[config.mk]
export PLATFORM = sky130hd
export DESIGN_NAME = alu_operand_loader
export DESIGN_NICKNAME = d
export VERILOG_FILES = /design/src/rtl/alu_operand_loader.sv
export SDC_FILE = /design/constraint.sdc
export NUM_CORES = 1
export LEC_CHECK = 0
export BUFFER_PORTS_ARGS = -buffer_cell sky130_fd_sc_hd__clkbuf_2
export CORE_UTILIZATION = 50
export CTS_BUF_LIST = sky130_fd_sc_hd__clkbuf_16
export DETAILED_ROUTE_END_ITERATION = 8
export PLACE_DENSITY = 0.77
export SETUP_SLACK_MARGIN = 0.4
export SYNTH_ARGS = -nofsm -noshare
export SYNTH_HDL_FRONTEND = slang
export SYNTH_SLANG_ARGS = --single-unit
[constraint.sdc]
create_clock -name clk -period 4.21 [get_ports clk]
set_input_delay 0.842 -clock clk [delete_from_list [all_inputs] [get_ports clk]]
set_output_delay 0.842 -clock clk [all_outputs]
set_load 0.02 [all_outputs]
[src/rtl/alu_operand_loader.sv]
// -----------------------------------------------------------------------------
// alu_operand_loader
//
// Assembles one ALU operation from a byte-serial pad interface. Operand A
// arrives first as NB = WIDTH/8 bytes, least significant byte first. Operand B
// follows in the same order, and a single op byte comes last. Only bits [1:0]
// of the op byte are used, as the operation selector. The complete operation is
// then offered downstream with a valid/ready handshake. The upstream side is
// stalled while the operation waits.
//
// Ports
//   clk        rising-edge clock
//   rst        asynchronous, active-high reset
//   clear      synchronous abort of any partial or pending transaction
//   in_data    byte-serial input bus
//   in_valid   in_data holds a byte
//   in_ready   loader accepts a byte this cycle (decoded from state only)
//   a, b       assembled operands
//   sel        operation selector
//   out_valid  a/b/sel form a complete, stable operation
//   out_ready  downstream consumes the operation
//   state      debug view of the FSM: 0 LOAD_A, 1 LOAD_B, 2 LOAD_OP, 3 ISSUE
// -----------------------------------------------------------------------------
module alu_operand_loader #(
  parameter int WIDTH = 32
) (
  input  logic             clk,
  input  logic             rst,
  input  logic             clear,
  input  logic [7:0]       in_data,
  input  logic             in_valid,
  output logic             in_ready,
  output logic [WIDTH-1:0] a,
  output logic [WIDTH-1:0] b,
  output logic [1:0]       sel,
  output logic             out_valid,
  input  logic             out_ready,
  output logic [1:0]       state
);

  localparam int NB = WIDTH / 8;
  // The counter needs at least one bit, even when an operand is a single byte.
  localparam int CW = (NB > 1) ? $clog2(NB) : 1;

  if ((WIDTH % 8) != 0 || WIDTH < 8) begin : g_bad_width
    $error("alu_operand_loader: WIDTH must be a multiple of 8 and at least 8");
  end

  typedef enum logic [1:0] {
    LOAD_A  = 2'd0,
    LOAD_B  = 2'd1,
    LOAD_OP = 2'd2,
    ISSUE   = 2'd3
  } state_e;

  state_e           state_q, state_d;
  logic [CW-1:0]    cnt_q, cnt_d;
  logic [WIDTH-1:0] a_q, a_d;
  logic [WIDTH-1:0] b_q, b_d;
  logic [1:0]       sel_q, sel_d;

  logic accept;
  logic transfer;
  logic last_byte;

  // Replace byte lane idx of word with data. The other lanes are left untouched.
  function automatic logic [WIDTH-1:0] merge_byte(input logic [WIDTH-1:0] word,
                                                  input logic [CW-1:0]    idx,
                                                  input logic [7:0]       data);
    logic [WIDTH-1:0] res;
    res = word;
    for (int i = 0; i < NB; i++) begin
      if (idx == CW'(i)) res[8*i +: 8] = data;
    end
    return res;
  endfunction

  // The handshake outputs depend on the state alone. They do not look at
  // in_valid or out_ready, so there is no combinational path through the loader.
  assign in_ready  = (state_q != ISSUE);
  assign out_valid = (state_q == ISSUE);
  assign accept    = in_valid && in_ready && !clear;
  assign transfer  = out_valid && out_ready && !clear;
  assign last_byte = (cnt_q == CW'(NB - 1));

  always_comb begin
    // NOTE: every combinational output gets a default first (hold the current
    // value). A path that leaves one unassigned would infer a latch.
    state_d = state_q;
    cnt_d   = cnt_q;
    a_d     = a_q;
    b_d     = b_q;
    sel_d   = sel_q;

    if (clear) begin
      // The abort has priority over any byte or handshake on the same edge.
      // The data registers keep their contents.
      state_d = LOAD_A;
      cnt_d   = '0;
    end else begin
      unique case (state_q)
        LOAD_A: if (accept) begin
          a_d = merge_byte(a_q, cnt_q, in_data);
          if (last_byte) begin
            cnt_d   = '0;
            state_d = LOAD_B;
          end else begin
            cnt_d = cnt_q + CW'(1);
          end
        end
        LOAD_B: if (accept) begin
          b_d = merge_byte(b_q, cnt_q, in_data);
          if (last_byte) begin
            cnt_d   = '0;
            state_d = LOAD_OP;
          end else begin
            cnt_d = cnt_q + CW'(1);
          end
        end
        LOAD_OP: if (accept) begin
          sel_d   = in_data[1:0];
          state_d = ISSUE;
        end
        ISSUE: if (transfer) begin
          state_d = LOAD_A;
          cnt_d   = '0;
        end
        default: state_d = LOAD_A;
      endcase
    end
  end

  // NOTE: the operand registers are reset along with the control state, because
  // a, b and sel must read as zero straight out of reset.
  always_ff @(posedge clk or posedge rst) begin
    if (rst) begin
      state_q <= LOAD_A;
      cnt_q   <= '0;
      a_q     <= '0;
      b_q     <= '0;
      sel_q   <= '0;
    end else begin
      // NOTE: sequential state uses non-blocking assignments only. All
      // registers then update together from the values computed before the edge.
      state_q <= state_d;
      cnt_q   <= cnt_d;
      a_q     <= a_d;
      b_q     <= b_d;
      sel_q   <= sel_d;
    end
  end

  assign a     = a_q;
  assign b     = b_q;
  assign sel   = sel_q;
  assign state = state_q;

endmodule

==> summary.md, run 1 <==
### Worst setup path
- ha_1, inv_2, clkbuf_2 — Cell Chain, Critical Path
- 3 — number of cells on the critical path
- 2 — Buf+Inv Stages, Crit Path
- register to output pin — category of the most critical setup path
- 0.46 ns — slowest cell delay on critical path
- 3.37 ns — required time worst endpoint
- sky130_fd_sc_hd__dfrtp_1 — slowest CP cell
- 1.47 ns — arrival time at the worst endpoint
- 8 — top fanout value on the critical path
- register — kind of start point of the critical path
- flip-flops — critical path's top delay family
- output pin — kind of end point of the critical path
- 5 — Worst Reg-to-Reg Cells

### Global route
- 53 — pin count of the biggest net entering global routing
- 22.8% — total global-route track usage
- 0 — final global-route overflow total
- 1,954 — number of global-route vias before repair
- 10,100 um — global-route wire length before repair
- 0 — antenna violations before repair

### Route
- 2690 um — Met1 Routed Length
- 17.7 um — wire length per cell
- 0 — # DRC
- 3260 um — wire length on met2
- 75 — Starting DRT DRC Count
- met4 — topmost layer with routed signal wires
- 1,883 — detailed-route via count
- 6320 um — Total Routed Length
- 0 — Routed Antenna Nets
- 246 um — wire length on met3
- 5.29 — per-cell via count in the routed design
- 4 — number of search-and-repair iterations in the first detailed-routing pass

### Synthesis
- multiplexers — largest family of logic cells by synthesized area
- 0% — xor-xnor portion of the synthesized cell area
- 70 — total of flip-flops plus latches after synthesis
- 0 — warnings from Yosys
- 61.0% — top-area cell type share of the netlist area
- 3.92% — share of synthesized cell area in full adder, half adder and majority cells
- 207 — synthesized netlist net count
- 5.97% — simple-gate share of the synthesized area
- 185 — synthesized instance count
- 26.6% — multiplexer area fraction after synthesis
- 22 — Unique masters post-synth
- sky130_fd_sc_hd__dfrtp_1, sky130_fd_sc_hd__mux2_2, sky130_fd_sc_hd__ha_1 — top cells by area, synth
- 1.79% — share of the synthesized area in compound gates (AO/OA/AOI/OAI)
- sky130_fd_sc_hd__dfrtp_1 — cell type with the largest total area after synthesis
- 2870 um2 — combined area of all synthesized cells
- 61.0% — sequential cell area fraction in the yosys report
- 15.5 um2 — mean cell area of the mapped netlist

### Clock network
- sky130_fd_sc_hd__clkbuf_16 — buffer type at the clock tree root
- done — clock tree from TritonCTS
- 2 — Bufs on Longest Clock Path
- 3 — H-tree levels
- 0.33 ns — clock latency on the worst-skew pair
- 0 — post-CTS setup buffer count
- 0 — number of buffers inserted by hold repair at cts
- 0 — count of instances resized after the clock tree is built
- 9 — total clock buffers created by CTS
- 70 — sink count of the clock tree
- 0.05 ns — clk slew on worst S/H paths

### Die
- 77.8 um — die span in y
- 83 — I/O pins
- 27 — number of core rows
- 5510 um2 — Core Box Area
- 77.8 um — Die Wd
- 6050 um2 — Die Outline Area
- 52.2% — Initial Util

### Status
- complete, no violations — outcome

### STA
- 54.8% — post-route fraction of the period consumed by the critical path
- 0.00457 ns — post-route clock skew
- 433 MHz — Fmax
- false — unrepaired setup endpoints after global routing
- 0 — total setup violations reported at the end of the flow
- 29.0% — worst slew margin relative to its limit
- 1.06 ns — Tightest Pin Transition
- 1.90 ns — smallest setup slack after layout
- 0 — Final Hold Fails
- 0 — number of max-slew violations in the final report
- 2.31 ns — min Tclk post-route
- 0 ns — total negative setup slack

### Power and ir drop
- 1.88 nW — LEAKAGE
- 828 nW/um2 — power density cells
- 0.512 mV — Peak VDD IR

### Final layout
- 301 — final net count
- sky130_fd_sc_hd__clkbuf_2 — most common cell after layout, fill and taps aside
- 0 — number of inserted diodes
- sky130_fd_sc_hd__clkbuf_2, sky130_fd_sc_hd__dfrtp_1, sky130_fd_sc_hd__mux2_2, sky130_fd_sc_hd__ha_1, sky130_fd_sc_hd__clkbuf_16 — commonest non-fill, non-tap cells in the layout
- 62.3% — fraction of final layout cells sized beyond drive strength 1
- 28.3% — Layout Area Growth over Synthesis

### Worst hold path
- 1 — Hold Path Stages
- register to register — Hold WC Path Type

### Place
- 0.820 — gp weighted congestion
- 82 — Port-buffer cells
- 4310 um — total half-perimeter wirelength after legalization and detailed placement
- 1.83 ns — worst slack at placement

### Flow run
- 0 — Max-cap violations

-- metal layers --
layer | vias to the layer above | GRT usage [%]
met1 | 974 | 28.5
met4 | 0 | 10.0
li1 | 850 | -
met5 | - | 0
met3 | 12 | 5.18
met2 | 47 | 37.8
-- logic make-up (layout without fill, tap and decap cells) --
family / Yosys count / in the layout
mux: 68 / 68
simple gates: 26 / 26
compound gates: 6 / 6
fa+ha+maj: 9 / 9
flops: 70 / 70
buf+inv: 6 / 105
-- sequential cells by signal, summed over array words and instances, names as in the netlist --
signal / count
a: 32
b: 32
cnt_q: 2
sel: 2
state: 2
-- worst reg2reg max path, stage by stage (launching register included) --
cell	delay, ns
sky130_fd_sc_hd__dfrtp_1	0.45
sky130_fd_sc_hd__ha_1	0.34
sky130_fd_sc_hd__inv_2	0.16
sky130_fd_sc_hd__nand2_1	0.11
sky130_fd_sc_hd__nor2_2	0.49
sky130_fd_sc_hd__mux2_2	0.41
-- cell type report --
cell class	instances	area [um2]
fill	422	1820
sequential	70	1750
multi-input combinational	109	1100
timing repair buffer	83	418
clock buffer	9	225
tap	72	90.1
clock inverter	7	80.1
inverter	6	22.5
-- metrics by stage --
stage / cells / util [%] / cell area [um2] / hold WS [ns] / power [mW]
final: 356 / 66.9 / 3690 / 0.502 / 3.05
after global routing: 356 / 66.9 / 3690 / 0.522 / 3.20
after CTS: 356 / 66.9 / 3690 / 0.503 / 3.08
after detailed placement: 340 / 61.4 / 3380 / 0.492 / 2.30
after global placement: 340 / 61.4 / 3380 / 0.486 / 2.27
after floorplan: 185 / - / 2870 / 0.565 / 1.88
-- synth_stat cells --
cell type / number
sky130_fd_sc_hd__a311o_2: 1
sky130_fd_sc_hd__a311oi_1: 1
sky130_fd_sc_hd__a32o_1: 2
sky130_fd_sc_hd__and2b_2: 1
sky130_fd_sc_hd__and3_2: 2
sky130_fd_sc_hd__dfrtp_1: 70
sky130_fd_sc_hd__ha_1: 9
sky130_fd_sc_hd__inv_1: 5
sky130_fd_sc_hd__inv_2: 1
sky130_fd_sc_hd__mux2_2: 66
sky130_fd_sc_hd__mux2i_1: 2
sky130_fd_sc_hd__nand2_1: 6
sky130_fd_sc_hd__nand2_2: 2
sky130_fd_sc_hd__nand2_4: 1
sky130_fd_sc_hd__nor2_1: 5
sky130_fd_sc_hd__nor2_2: 4
sky130_fd_sc_hd__nor2b_1: 1
sky130_fd_sc_hd__nor2b_2: 1
sky130_fd_sc_hd__nor3_1: 1
sky130_fd_sc_hd__nor3b_4: 2
sky130_fd_sc_hd__o21ai_0: 1
sky130_fd_sc_hd__o22ai_1: 1
-- path summary, 6_finish.rpt --
check	to	slack, ns	startpoint
max	in_ready	1.90	state[0]
min	a[14]	0.50	a[14]
max reg2reg	b[16]	2.14	state[0]
min reg2reg	a[14]	0.50	a[14]
max in group asynchronous	b[4]	2.59	rst
min in group asynchronous	b[28]	0.77	rst
-- report_power, final --
part / leakage (nW) / switching (mW) / internal (mW)
clock: 0.153 / 0.261 / 0.508
combinational: 0.833 / 0.673 / 0.467
sequential: 0.892 / 0.177 / 0.967
total: 1.88 / 1.11 / 1.94
No activity file was read; power rests on OpenSTA's default activity.
==> inputs of run 2 (changes only) <==
--- a/config.mk
+++ b/config.mk
@@ -6,10 +6,10 @@
 export NUM_CORES = 1
 export LEC_CHECK = 0
 export BUFFER_PORTS_ARGS = -buffer_cell sky130_fd_sc_hd__clkbuf_2
-export CORE_UTILIZATION = 50
+export CORE_UTILIZATION = 46
 export CTS_BUF_LIST = sky130_fd_sc_hd__clkbuf_16
 export DETAILED_ROUTE_END_ITERATION = 8
-export PLACE_DENSITY = 0.77
+export PLACE_DENSITY = 0.75
 export SETUP_SLACK_MARGIN = 0.4
 export SYNTH_ARGS = -nofsm -noshare
 export SYNTH_HDL_FRONTEND = slang
==> constraint.sdc (replaced) <==
create_clock -name clk -period 2 [get_ports clk]
set_input_delay 0.4 -clock clk [delete_from_list [all_inputs] [get_ports clk]]
set_output_delay 0.4 -clock clk [all_outputs]
set_load 0.02 [all_outputs]
==> run 2 against run 1 <==
Net effect: final cell count up 4.5%; first-iteration DRC count up 9.3%; clock power up 83%; critical endpoint is now b[28]; sequential power up 110%; design area up 9.7%; setup slack worse by 1.5 ns; total power up 110%; clock-buffer cell count unchanged; global-route usage down 2.3 points; register-to-register slack worse by 1.8 ns; critical path depth up 2.
==> summary.md, run 2 (same netlist as run 1, synthesis figures left out) <==
### Route
- 4 — number of search-and-repair iterations in the first detailed-routing pass
- 0 — # DRC
- 0 — Routed Antenna Nets
- 82 — Starting DRT DRC Count
- 17.4 um — wire length per cell
- 1,916 — detailed-route via count
- 5.15 — per-cell via count in the routed design
- 6470 um — Total Routed Length

### STA
- 81.7% — post-route fraction of the period consumed by the critical path
- 0 — Final Hold Fails
- 612 MHz — Fmax
- 0 — total setup violations reported at the end of the flow
- 0 ns — total negative setup slack
- true — unrepaired setup endpoints after global routing
- 0.00429 ns — post-route clock skew
- 0.373 ns — Tightest Pin Transition
- 75.1% — worst slew margin relative to its limit
- 0 — number of max-slew violations in the final report
- 1.63 ns — min Tclk post-route

### Worst hold path
- input pin to asynchronous set/reset pin — Hold WC Path Type

### Place
- 3460 um2 — total cell area at the placement stage
- 346 — Post-Place Cells
- 0.772 — gp weighted congestion
- 4140 um — total half-perimeter wirelength after legalization and detailed placement
- 82 — Port-buffer cells

### Clock network
- 70 — sink count of the clock tree
- 3 — H-tree levels
- 0.06 ns — clk slew on worst S/H paths
- 0.32 ns — clock latency on the worst-skew pair
- done — clock tree from TritonCTS
- sky130_fd_sc_hd__clkbuf_16 — buffer type at the clock tree root
- 0 — number of buffers inserted by hold repair at cts
- 2 — Bufs on Longest Clock Path
- 9 — total clock buffers created by CTS

### Die
- 6570 um2 — Die Outline Area
- 5960 um2 — Core Box Area
- 81.0 um — Die Wd
- 28 — number of core rows
- 83 — I/O pins
- 48.2% — Initial Util
- 81.0 um — die span in y

### Final layout
- 4040 um2 — final std cell area, no fill
- 70.0% — fraction of final layout cells sized beyond drive strength 1
- 372 — final cell count without fillers
- 40.7% — Layout Area Growth over Synthesis
- sky130_fd_sc_hd__clkbuf_2, sky130_fd_sc_hd__dfrtp_1, sky130_fd_sc_hd__mux2_2, sky130_fd_sc_hd__mux2_4, sky130_fd_sc_hd__clkbuf_16 — commonest non-fill, non-tap cells in the layout
- 0 — number of inserted diodes
- 314 — final net count
- sky130_fd_sc_hd__clkbuf_2 — most common cell after layout, fill and taps aside

### Worst setup path
- 0.47 ns — slowest cell delay on critical path
- sky130_fd_sc_hd__dfrtp_2 — slowest CP cell
- register to register — category of the most critical setup path
- register — kind of end point of the critical path
- register — kind of start point of the critical path
- 8 — top fanout value on the critical path
- 0.37 ns — worst setup slack for register-to-register paths
- 2.21 ns — required time worst endpoint
- 1.84 ns — arrival time at the worst endpoint
- ha_4, buf_12, nor3b_4, buf_6, mux2_4 — Cell Chain, Critical Path

### Global route
- 0 — final global-route overflow total
- 20.4% — total global-route track usage
- 0 — antenna violations before repair
- 1,822 — number of global-route vias before repair
- 71 — pin count of the biggest net entering global routing
- 9710 um — global-route wire length before repair

### Power and ir drop
- 1.98 nW — LEAKAGE
- 0.957 mV — Peak VDD IR
- 1620 nW/um2 — power density cells

### Status
- complete, no violations — outcome

### Flow run
- 0 — Max-cap violations

## run 2: cell types whose count changed in the layout (fill, tap and decap cells not counted), moves of 4 or more
cell / before / now
sky130_fd_sc_hd__mux2_2: 66 / 46
sky130_fd_sc_hd__buf_12: 0 / 4
sky130_fd_sc_hd__nand2_1: 6 / 2
sky130_fd_sc_hd__buf_6: 0 / 5
sky130_fd_sc_hd__buf_4: 1 / 5
sky130_fd_sc_hd__mux2_4: 0 / 20
sky130_fd_sc_hd__ha_1: 9 / 3
## run 2: worst paths after layout
path,start,to,cells past startpoint
max,state[1],b[28],5
min,rst,b[25],3
max reg2reg,state[1],b[28],5
min reg2reg,a[31],a[31],1
max in group asynchronous,rst,state[0],3
min in group clk,in_data[3],b[11],2
## run 2: per-stage QoR
step                power [mW]  hold slack (ns)  util, %  setup slack, ns
detailed placement        4.87            0.494     58.1            0.198
CTS                       6.39            0.183     65.1            0.351
finish                    6.56            0.142     67.9            0.366
global placement          4.81            0.486     58.1            0.236
floorplan                 3.99            0.548        -            0.287
global route              6.93            0.183     67.9            0.329
## run 2: power breakdown
part	internal [mW]	leakage (nW)	switching (mW)
Combinational	1.22	0.958	1.52
Sequential	2.04	0.889	0.375
Clock	0.829	0.136	0.586
## run 2: worst max-delay path, delay by kind of cell (launching register included)
kind	cells	cell delay, ns
buf+inv	2	0.33
flops	1	0.47
mux	1	0.32
simple gates	1	0.19
fa+ha+maj	1	0.21
## run 2: cell type report
class                   count  area (um2)
clock inverters             7        41.3
multi-input cells         109        1300
well taps                  75        93.8
fillers                   427        1910
clock buffers               9         225
repair buffers             96         594
flip-flops and latches     70        1750
inverters                   6        33.8
## run 2: what timing repair did
action                     4_1_cts  5_1_grt
pin swaps                        5        4
setup endpoints to repair       69       70
buffers inserted                 8        2
resized for setup               13       35
## run 2: per-layer routing
| layer | vias up | global-route usage, % | wire length [um] |
|---|---|---|---|
| li1 | 875 | - | - |
| met1 | 975 | 27.0 | 2880 |
| met2 | 56 | 32.4 | 3240 |
| met3 | 10 | 4.38 | 251 |
| met4 | 0 | 8.75 | 95 |
| met5 | - | 0 | 0 |
==> inputs of run 3 (changes only) <==
--- a/config.mk
+++ b/config.mk
@@ -5,11 +5,12 @@
 export SDC_FILE = /design/constraint.sdc
 export NUM_CORES = 1
 export LEC_CHECK = 0
+export ABC_AREA = 1
 export BUFFER_PORTS_ARGS = -buffer_cell sky130_fd_sc_hd__clkbuf_2
-export CORE_UTILIZATION = 46
+export CORE_UTILIZATION = 47
 export CTS_BUF_LIST = sky130_fd_sc_hd__clkbuf_16
 export DETAILED_ROUTE_END_ITERATION = 8
-export PLACE_DENSITY = 0.75
+export PLACE_DENSITY = 0.76
 export SETUP_SLACK_MARGIN = 0.4
 export SYNTH_ARGS = -nofsm -noshare
 export SYNTH_HDL_FRONTEND = slang
==> constraint.sdc (replaced) <==
create_clock -name clk -period 1.3 [get_ports clk]
set_input_delay 0.26 -clock clk [delete_from_list [all_inputs] [get_ports clk]]
set_output_delay 0.26 -clock clk [all_outputs]
set_load 0.02 [all_outputs]
==> run 3 against run 2 <==
Net effect: the flow now finishes with violations (setup timing); sequential power grew 71%; clock power increased by 110%; combinational power grew to 3.5 times the previous value; sequential cell count unchanged; largest cell class is now buffers; clock skew is 0.0010 ns lower; final cell count up 51%; synthesized area increased by 4.4%; first-iteration DRC count increased to 4.7 times the previous value.
==> summary.md, run 3 <==
### Status
- finished, violations left — outcome
- setup timing — violated checks

### STA
- 74 — total setup violations reported at the end of the flow
- 55.9% — worst slew margin relative to its limit
- 0.00326 ns — post-route clock skew
- 134% — post-route fraction of the period consumed by the critical path
- 0.00586 ns — worst hold margin
- 574 MHz — Fmax
- -23.45 ns — total negative setup slack
- true — unrepaired setup endpoints after global routing
- 0.661 ns — Tightest Pin Transition
- 0 — number of max-slew violations in the final report
- 1.74 ns — min Tclk post-route
- -0.442 ns — smallest setup slack after layout
- 0 — Final Hold Fails

### Synthesis
- 0 — warnings from Yosys
- 58.4% — top-area cell type share of the netlist area
- sky130_fd_sc_hd__dfrtp_1 — dominant register cell in the synthesized netlist
- sky130_fd_sc_hd__nand2_1, sky130_fd_sc_hd__dfrtp_1, sky130_fd_sc_hd__o21ai_1 — commonest cells in the synthesized netlist
- 17 — Unique masters post-synth
- sky130_fd_sc_hd__nand2_1 — most frequent cell after synthesis
- sky130_fd_sc_hd__dfrtp_1 — cell type with the largest total area after synthesis
- 0 — number of flops mapped to enable cells by yosys
- 10.6 um2 — mean cell area of the mapped netlist
- 58.4% — sequential cell area fraction in the yosys report
- 100% — ys async rst share
- 70 — total of flip-flops plus latches after synthesis
- 3000 um2 — combined area of all synthesized cells
- 283 — synthesized instance count
- 305 — synthesized netlist net count
- sky130_fd_sc_hd__dfrtp_1, sky130_fd_sc_hd__nand2_1, sky130_fd_sc_hd__o21ai_2 — top cells by area, synth

### Worst setup path
- state[1] — Worst Setup SP
- 7 — Worst Reg-to-Reg Cells
- 1.98 ns — arrival time at the worst endpoint
- register to register — category of the most critical setup path
- 8 — top fanout value on the critical path
- state[1] — startpoint of the lowest-slack register-to-register path
- 1.54 ns — required time worst endpoint
- register — kind of end point of the critical path
- register — kind of start point of the critical path

### Power and ir drop
- 41.0% — share of total power consumed by net switching
- 2880 nW/um2 — power density cells
- 2.64 mV — Peak VDD IR
- 2.85 nW — LEAKAGE
- 16.6 mW — Final Total Pwr
- 6.81 mW — net switching power of the design
- 24.9% — power share of the sequential group
- 57.5% — Comb power frac
- 17.6% — clock network power share
- 9.80 mW — Int Pwr

### Die
- 6030 um2 — Core Box Area
- 81.9 um — die span in y
- 28 — number of core rows
- 6710 um2 — Die Outline Area
- 49.8% — Initial Util
- 83 — I/O pins
- 81.9 um — Die Wd

### Clock network
- 0.34 ns — clock latency on the worst-skew pair
- sky130_fd_sc_hd__clkbuf_16 — buffer type at the clock tree root
- 9 — total clock buffers created by CTS
- done — clock tree from TritonCTS
- 2 — Bufs on Longest Clock Path
- 70 — sink count of the clock tree
- 0.06 ns — clk slew on worst S/H paths
- 3 — H-tree levels

### Global route
- 0 — final global-route overflow total
- 16,600 um — global-route wire length before repair
- 71 — pin count of the biggest net entering global routing
- 35.3% — total global-route track usage
- 0 — antenna violations before repair
- 3,111 — number of global-route vias before repair

### Final layout
- 92.2% — Layout Area Growth over Synthesis
- sky130_fd_sc_hd__buf_4 — most common cell after layout, fill and taps aside
- 503 — final net count
- 0 — number of inserted diodes
- sky130_fd_sc_hd__buf_4, sky130_fd_sc_hd__dfrtp_1, sky130_fd_sc_hd__clkbuf_8, sky130_fd_sc_hd__nand2_2, sky130_fd_sc_hd__o21ai_2 — commonest non-fill, non-tap cells in the layout
- 70.0% — fraction of final layout cells sized beyond drive strength 1
- 5770 um2 — final std cell area, no fill
- 95.7% — core occupancy in the finished layout

### Route
- 6 — number of search-and-repair iterations in the first detailed-routing pass
- 0 — Routed Antenna Nets
- 26.9 um — wire length per cell
- 3,459 — detailed-route via count
- 385 — Starting DRT DRC Count
- 0 — # DRC
- 6.17 — per-cell via count in the routed design
- 15,100 um — Total Routed Length

### Place
- 0.915 — gp weighted congestion
- 4700 um — total half-perimeter wirelength after legalization and detailed placement
- 82 — Port-buffer cells
- 3590 um2 — total cell area at the placement stage

### Worst hold path
- input pin to asynchronous set/reset pin — Hold WC Path Type

### Flow run
- 0 — Max-cap violations

[run 3: cell count changes after synthesis, moves of 4 or more]
cell | previous run | this run
sky130_fd_sc_hd__nand2_2 | 2 | 7
sky130_fd_sc_hd__o21ai_2 | 0 | 24
sky130_fd_sc_hd__nor2_2 | 4 | 0
sky130_fd_sc_hd__nand3_1 | 0 | 10
sky130_fd_sc_hd__o21ai_1 | 0 | 40
sky130_fd_sc_hd__inv_1 | 5 | 16
sky130_fd_sc_hd__nand2_1 | 6 | 74
sky130_fd_sc_hd__buf_6 | 0 | 8
sky130_fd_sc_hd__mux2_2 | 66 | 0
sky130_fd_sc_hd__nand2_4 | 1 | 8
[run 3: power groups by stage]
stage / combinational [mW] / clock [mW] / sequential (mW)
2_1_floorplan: 1.71 / 0 / 4.87
3_3_place_gp: 4.23 / 0 / 3.76
3_5_place_dp: 4.33 / 0 / 3.77
4_1_cts: 7.25 / 2.81 / 3.84
5_1_grt: 9.85 / 2.99 / 4.15
6_report: 9.56 / 2.92 / 4.13
[run 3: final timing paths]
path / to / slack [ns]
max: b[11] / -0.44
min: b[8] / 0.006
max reg2reg: b[11] / -0.44
min reg2reg: a[11] / 0.54
max in group asynchronous: state[0] / 0.95
min in group clk: sel[1] / 0.35
[run 3: worst max-delay path: stages (launching register included)]
cell	delay, ns
sky130_fd_sc_hd__dfrtp_2	0.46
sky130_fd_sc_hd__ha_4	0.21
sky130_fd_sc_hd__nor2_4	0.16
sky130_fd_sc_hd__nand2_4	0.08
sky130_fd_sc_hd__nor2_8	0.15
sky130_fd_sc_hd__buf_12	0.17
sky130_fd_sc_hd__nand2_4	0.12
sky130_fd_sc_hd__o21ai_1	0.27
[run 3: layer usage]
metal,vias to the layer above,GRT usage [%],share of wire (%)
li1,1333,-,-
met1,1646,41.9,35
met2,351,58.2,46
met3,129,8.44,11
met4,0,20.5,8.3
met5,-,0,0
[run 3: cell families (layout without fill, tap and decap cells)]
kind of cell / Yosys count / count (layout) / share of synthesized area (%)
adders and majority gates: 9 / 9 / 3.75
AOI/OAI and AO/OA: 66 / 66 / 14.0
and+or+nand+nor: 112 / 120 / 18.6
buffers and inverters: 26 / 221 / 5.25
DFF: 70 / 70 / 58.4
[run 3: layout make-up]
| type | instances | area (um2) |
|---|---|---|
| timing repair buffer | 187 | 1860 |
| sequential | 70 | 1750 |
| inverter | 18 | 83.8 |
| tap | 75 | 93.8 |
| clock inverter | 7 | 113 |
| multi-input combinational | 195 | 1640 |
| fill | 131 | 258 |
| clock buffer | 9 | 225 |
[run 3: repair_timing]
item,CTS,global route
setup buffers,51,38
gates cloned,8,0
hold buffers,0,0
endpoints found under the setup margin,140,140
resized for setup,196,89
pin swaps,9,8
[run 3: per-stage QoR]
step,setup WS (ns),cells
2_1_floorplan,-0.222,283
3_3_place_gp,-0.165,448
3_5_place_dp,-0.214,448
4_1_cts,-0.258,523
5_1_grt,-0.469,561
6_report,-0.442,561
